`config.mk`:
```
export PLATFORM = sky130hd
export DESIGN_NAME = demux_rr_sched
export DESIGN_NICKNAME = d
export VERILOG_FILES = /design/src/rtl/demux_rr_sched.sv
export SDC_FILE = /design/constraint.sdc
export NUM_CORES = 1
export LEC_CHECK = 0
export ABC_AREA = 1
export ABC_CLOCK_PERIOD_IN_PS = 7100
export BUFFER_PORTS_ARGS = -buffer_cell sky130_fd_sc_hd__buf_4
export CAP_MARGIN = 20
export CORE_ASPECT_RATIO = 0.6
export CORE_MARGIN = 10
export CORE_UTILIZATION = 59
export CTS_CLUSTER_DIAMETER = 30
export DETAILED_ROUTE_END_ITERATION = 10
export PLACE_DENSITY_LB_ADDON = 0.1
export SYNTH_ARGS = -nofsm -noshare
export SYNTH_HDL_FRONTEND = slang
export SYNTH_SLANG_ARGS = --single-unit
export TNS_END_PERCENT = 50
```
`constraint.sdc`:
```
create_clock -name clk -period 7.1 [get_ports clk]
set_clock_uncertainty 0.2 [all_clocks]
set_input_delay 1.42 -clock clk [delete_from_list [all_inputs] [get_ports clk]]
set_output_delay 1.42 -clock clk [all_outputs]
set_load 0.005 [all_outputs]
```
`src/rtl/demux_rr_sched.sv`:
```
// Round-robin scheduler sharing a 1-bit, 1-to-8 demux path; grants one channel at a time for up to BURST beats.
// Request-to-grant latency is 1 cycle; routed beats appear 1 cycle after acceptance; in_ready is high only while a grant is held.
module demux_rr_sched #(
  parameter int BURST = 4
) (
  input  logic       clk,
  input  logic       rst,
  input  logic [7:0] req,
  input  logic       in,
  input  logic       in_valid,
  output logic       in_ready,
  output logic [2:0] sel,
  output logic [7:0] grant,
  output logic [7:0] out,
  output logic [7:0] out_valid,
  output logic       busy
);

  typedef enum logic {IDLE, XFER} state_t;

  localparam logic [3:0] LAST = 4'(BURST - 1);

  state_t     state, state_nxt;
  logic [2:0] ptr;
  logic [2:0] winner;
  logic       found;
  logic [3:0] cnt;
  logic       acc;
  logic       burst_end;

  assign acc       = in_valid & in_ready;
  assign burst_end = (state == XFER) & ((acc & (cnt == LAST)) | ~req[sel]);

  // Circular search starting just after the last winner; i=8 wraps back to ptr itself.
  always_comb begin
    winner = ptr;
    found  = 1'b0;
    for (int i = 1; i <= 8; i++) begin
      if (!found && req[ptr + 3'(i)]) begin
        winner = ptr + 3'(i);
        found  = 1'b1;
      end
    end
  end

  always_ff @(posedge clk) begin
    if (rst) state <= IDLE;
    else     state <= state_nxt;
  end

  always_comb begin
    state_nxt = state;
    case (state)
      IDLE:    if (|req)     state_nxt = XFER;
      XFER:    if (burst_end) state_nxt = IDLE;
      default: state_nxt = IDLE;
    endcase
  end

  always_comb begin
    in_ready = (state == XFER);
  end

  always_ff @(posedge clk) begin
    if (rst) begin
      ptr       <= 3'd7;
      sel       <= 3'd0;
      grant     <= 8'd0;
      out       <= 8'd0;
      out_valid <= 8'd0;
      busy      <= 1'b0;
      cnt       <= 4'd0;
    end else begin
      out       <= 8'd0;
      out_valid <= 8'd0;
      case (state)
        IDLE: begin
          if (|req) begin
            sel   <= winner;
            grant <= 8'b1 << winner;
            ptr   <= winner;
            busy  <= 1'b1;
            cnt   <= 4'd0;
          end
        end
        XFER: begin
          if (acc) begin
            out       <= 8'(in) << sel;
            out_valid <= grant;
            cnt       <= cnt + 4'd1;
          end
          // The beat accepted on the final cycle is still routed above; sel is kept.
          if (burst_end) begin
            grant <= 8'd0;
            busy  <= 1'b0;
            cnt   <= 4'd0;
          end
        end
        default: ;
      endcase
    end
  end

endmodule

```
==> results of run 1 <==
through the flow:
stage                     std cells   util
after global routing            405  0.760
after floorplan                 317      -
after detailed placement        397  0.728
final                           405  0.760
after CTS                       405  0.760
after global placement          397  0.728
cell type report:
class / instances / area, sq um
Clock buffer: 6 / 72.6
Clock inverter: 2 / 35.0
Fill cell: 266 / 802
Inverter: 39 / 146
Multi-Input combinational cell: 237 / 1210
Sequential cell: 36 / 721
Tap cell: 45 / 56.3
Timing Repair Buffer: 40 / 300
final timing paths:
kind	startpoint	endpoint	cells past startpoint
max	ptr[0]	grant[1]	18
min	grant[3]	out_valid[3]	2
max reg2reg	ptr[0]	grant[1]	18
min reg2reg	grant[3]	out_valid[3]	2
flip-flops by register name, indices dropped and copies added, names as in the netlist:
register and count:
grant 8, sel 3, cnt 4, ptr 3, out_valid 8, out 8, in_ready 1, busy 1
worst max-delay path: stages (launching register included):
cell and delay [ns]:
dfxtp_1 0.74, inv_2 0.28, ha_1 0.52, inv_2 0.19, nand3_1 0.15, nand3_2 0.16
nand2_4 0.10, inv_2 0.09, nand3_2 0.08, nor2_4 0.15, nand4_2 0.13, nand2_1 0.11
inv_2 0.04, nand2_2 0.09, nand2_1 0.08, nand2_1 0.10, inv_1 0.05, nand2_1 0.07
nand2_1 0.05
cell usage in the layout, fill, tap and decap left out, types with 5 or more instances in the layout:
cell type  instances
nand2_1           99
nand3_2            6
nand2_2            7
a21oi_1            8
o21ai_1            5
inv_1             27
clkbuf_8           5
buf_4             40
inv_2             11
o21ai_0            6
dfxtp_1           36
nand3_1           40
nor2_1            31
layer usage:
layer  vias to the layer above  GRT usage
met5                         -          0
met4                         0     0.0366
met3                         7     0.0752
met2                       145      0.277
met1                      1017      0.262
li1                       1109          -
power breakdown:
| part | internal [mW] | switching (mW) | leakage [nW] |
|---|---|---|---|
| Combinational | 0.267 | 0.585 | 0.924 |
| Sequential | 0.233 | 0.0515 | 0.293 |
| Clock | 0.104 | 0.0687 | 0.0552 |
logic make-up after synthesis:
logic type	Yosys count
compound gates	28
flops	36
fa+ha+maj	3
simple gates	203
buf+inv	44
xor+xnor	3
==> results.yml, run 1 <==
status:
  run_status: "completed"
placed_design:
  portBuffers: 40
  post-place-ws_ns: 3.74
  dpl.hpwl_mm: 5.02
  placedInstanceArea_sq_um: 2430
  gp_congestion: 1.04
sta:
  setup_ws_ns: 3.62
  setup_viol: 0
  period_needed_ns: 3.48
  slew_headroom: 0.507
  report.final.slew_viol_count: 0
  timing.fmax_mhz: 288
  tns_ns: 0
  rsz0062_at_grt: "false"
  worst_pin_slew_ns: 0.737
  hold_slack_ns: 0.253
  hold_violations: 0
  post-route-period-util: 0.490
global_routing:
  grt_max_degree: 15
  antenna_found_initial: 0
  grt_overflow: 0
  track_usage: 0.192
  grt_pass1_wl_mm: 10.2
  grt_pass1_vias: 2047
power_and_ir_drop:
  fin_total_pwr_mw: 1.31
  cellLeakagePower_nw: 1.27
  ir_worst_vdd_mv: 0.369
  power_per_cell_area_nw_per_um2: 515
setup_path:
  arrival_ns: 3.46
  crit_required_ns: 7.08
  start_kind: "flop"
  r2r_setup_slack_ns: 3.62
  crit_type: "flop to flop"
  endpoint_kind: "flop"
  cp_max_fo: 14
floorplanning:
  die_w_um: 97.2
  pin_count: 41
  die-area_sq_um: 6450
  die_h_um: 66.3
  floorplan.initialDensity: 0.631
  rows: 16
  core_area_sq_um: 3340
yosys:
  synthMostInstantiatedCell: "nand2_1"
  synth_mux_area_frac: 0
  synth.avg_cell_area_sq_um: 6.65
  synth_commonest_cells: "99 x nand2_1, 40 x nand3_1, 36 x dfxtp_1"
  synth_top_family_by_area: "simple AND/OR/NAND/NOR gates"
  synth_seq_cells: 36
  synth_xor_area_frac: 0.0160
  yosysTopAreaCell: "dfxtp_1"
  syn-num-nets: 332
  synth-compound-area-share: 0.0795
  synth_cells: 317
  yosys.area_share.simple: 0.460
  yosysSeqAreaShare: 0.342
  synth_area_sq_um: 2110
  synth_fa_ha_area_frac: 0.0178
  ys_async_sr_fraction: 0
  yosys_warnings: 0
  synthTopCellsByArea: "dfxtp_1 34%, nand2_1 18%, nand3_1 9.5%"
  synth_edf_count: 0
  netlist.area_leader.share: 0.342
  synthDistinctLibCells: 37
  ys.flop_type: "dfxtp_1"
final_layout:
  diodes: 0
  final_nets: 374
  stdcell_area_sq_um: 2540
  area_growth_pct: 20.5
  final_layout_size_suffix_gt1_frac: 0.233
min_path:
  hold_class: "flop to flop"
detailed_routing:
  drtIter0Drc: 211
  route.met2.wl_mm: 2.45
  drtAntennaViolNets: 0
  vias_per_cell: 5.62
  drc_errors: 0
  met3_length_um: 876
  wire_per_inst_um: 15.4
  top_layer: "met4"
  firstDrtPassIters: 5
  routed-via-count: 2278
  wl_met1_mm: 2.86
  wl_mm: 6.22
cts:
  cts_hold_buffers: 0
  tritoncts: "done"
  clock_latency_ns: 0.28
  cts_sinks: 36
  htree_levels: 2
  cts_max_path_buffers: 2
  cts.clk_slew.worst_paths_ns: 0.07
  cts_root_buffer: "clkbuf_8"
  post_cts_buffers: 0
  numCtsBuffers: 5
  cts_resized: 0
flow_run:
  drv_cap: 0
Note: power is estimated with default switching activity, not from simulation.
==> run 2: changes to the inputs <==
Settings changed: ABC_CLOCK_PERIOD_IN_PS 7100 to 3200, CORE_UTILIZATION 59 to 55.
Clock period 7.1 ns to 3.2 ns, I/O delays scaled along.
==> run 2 against run 1 <==
Net effect: maximum frequency is 29% higher; sequential share of layout area is 0.056 points lower; core utilization down 6.8 points; die area up 5.4%; critical path depth fell by 2; register-to-register slack got worse by 3.1 ns; total power up 110%; sequential cell count stayed put; non-clock buffer count rose by 3; global-route usage down 1.7 points.
==> results.yml, run 2 (synthesis results as in run 1) <==
detailed_routing:
  drtAntennaViolNets: 0
  wl_met1_mm: 2.93
  wire_per_inst_um: 14.1
  firstDrtPassIters: 5
  route.met2.wl_mm: 2.14
  met3_length_um: 693
  routed-via-count: 2221
  wl_mm: 5.80
  vias_per_cell: 5.42
  drtIter0Drc: 241
  top_layer: "met4"
  drc_errors: 0
final_layout:
  final_layout_size_suffix_gt1_frac: 0.242
  post_layout_nonfiller_instances: 410
  seq_area_sq_um: 721
  layout_common_cells: "99 x nand2_1, 43 x buf_4, 40 x nand3_1, 36 x dfxtp_1, 31 x nor2_1"
  final_nets: 377
  reg_top3: "grant: 8 flops, out: 8 flops, out_valid: 8 flops"
  area_growth_pct: 20.7
  multi_input_area_sq_um: 1210
  diodes: 0
  nFillCells: 328
  layout_commonest_cell: "nand2_1"
floorplanning:
  die_h_um: 68.0
  die-area_sq_um: 6790
  die_w_um: 100
  pin_count: 41
  core_area_sq_um: 3680
  floorplan.initialDensity: 0.573
  rows: 17
global_routing:
  grt_max_degree: 14
  grt_overflow: 0
  antenna_found_initial: 0
  track_usage: 0.174
  grt_pass1_wl_mm: 9.48
  grt_pass1_vias: 1917
setup_path:
  arrival_ns: 2.69
  r2r_setup_slack_ns: 0.51
  reg2reg_from: "ptr[0]"
  crit_type: "flop to flop"
  cp_max_fo: 11
  reg2reg_to: "grant[3]"
  crit_required_ns: 3.19
  start_kind: "flop"
  endpoint_kind: "flop"
  r2r_cells: 16
cts:
  cts.clk_slew.worst_paths_ns: 0.07
  cts_resized: 0
  cts_root_buffer: "clkbuf_8"
  clock_latency_ns: 0.29
  cts_hold_buffers: 0
  post_cts_buffers: 0
  tritoncts: "done"
  numCtsBuffers: 5
  cts_max_path_buffers: 2
  cts_sinks: 36
  htree_levels: 2
power_and_ir_drop:
  power.internal_mw: 1.28
  p_sw_frac: 0.544
  pwr-share-comb: 0.674
  p_seq_frac: 0.211
  power_per_cell_area_nw_per_um2: 1100
  fin_total_pwr_mw: 2.79
  clkPwrFrac: 0.115
  cellLeakagePower_nw: 1.28
  power_switching_mw: 1.52
  ir_worst_vdd_mv: 0.637
sta:
  period_needed_ns: 2.69
  worst_pin_slew_ns: 0.432
  setup_viol: 0
  post-route-period-util: 0.841
  report.final.slew_viol_count: 0
  timing.fmax_mhz: 371
  slew_headroom: 0.710
  hold_violations: 0
  tns_ns: 0
  setup_ws_ns: 0.508
  rsz0062_at_grt: "false"
placed_design:
  dp.cells: 402
  post-place-ws_ns: 0.571
  portBuffers: 40
  dpl.hpwl_mm: 4.75
  gp_congestion: 1.05
min_path:
  whs_path_depth: 2
  hold_class: "flop to flop"
  hp-start: "grant[4]"
  min_to: "out_valid[4]"
flow_run:
  drv_cap: 0
status:
  run_status: "completed"
-- run 2: cell count changes in the layout (fill, tap and decap cells not counted), sizes merged --
cell	previous run	this run
clkinv	2	4
bufinv	1	0
clkbuf	6	5
buf	40	43
-- run 2: power by group through the flow --
stage | combinational, mW | clock, mW | sequential, mW
finish | 1.88 | 0.322 | 0.588
detailed placement | 1.83 | 0 | 0.598
floorplan | 1.45 | 0 | 0.571
global route | 2.12 | 0.349 | 0.599
CTS | 1.84 | 0.324 | 0.588
global placement | 1.82 | 0 | 0.595
-- run 2: how the worst max path moves through the flow --
stage / startpoint / to / cells past startpoint
after global routing: ptr[0] / grant[1] / 18
final: ptr[0] / grant[3] / 16
after CTS: ptr[0] / grant[3] / 16
after global placement: ptr[0] / grant[3] / 16
after floorplan: ptr[0] / grant[0] / 19
after detailed placement: ptr[0] / grant[3] / 16
-- run 2: metrics by stage --
step | utilization | hold slack (ns) | instance area (sq um)
after global placement | 0.668 | 0.236 | 2460
final | 0.692 | 0.253 | 2550
after detailed placement | 0.668 | 0.239 | 2460
after global routing | 0.692 | 0.272 | 2550
after CTS | 0.692 | 0.253 | 2550
after floorplan | - | 0.238 | 2110
-- run 2: final cells by class --
| cell class | instances | area share |
|---|---|---|
| Clock inverter | 3 | 0.00737 |
| Clock buffer | 5 | 0.0270 |
| Tap cell | 47 | 0.0231 |
| Multi-Input combinational cell | 237 | 0.475 |
| Sequential cell | 36 | 0.283 |
| Timing Repair Buffer | 43 | 0.127 |
| Inverter | 39 | 0.0575 |
-- run 2: routing by layer --
| layer | vias up | track usage |
|---|---|---|
| met1 | 974 | 0.266 |
| li1 | 1111 | - |
| met5 | - | 0 |
| met2 | 130 | 0.225 |
| met4 | 0 | 0.0427 |
| met3 | 6 | 0.0513 |
-- run 2: critical path, cell delays in order, from the launching register on --
cell and delay, ns:
dfxtp_1 0.35, inv_2 0.11, ha_1 0.43, inv_2 0.16
nand3_1 0.13, nand3_2 0.15, nand2_4 0.10, nor2_8 0.15
nand4_4 0.09, nor2_2 0.17, nand3_1 0.09, nand2_1 0.16
inv_2 0.07, nand3_1 0.10, inv_1 0.05, nand2_1 0.05
nand2_1 0.04
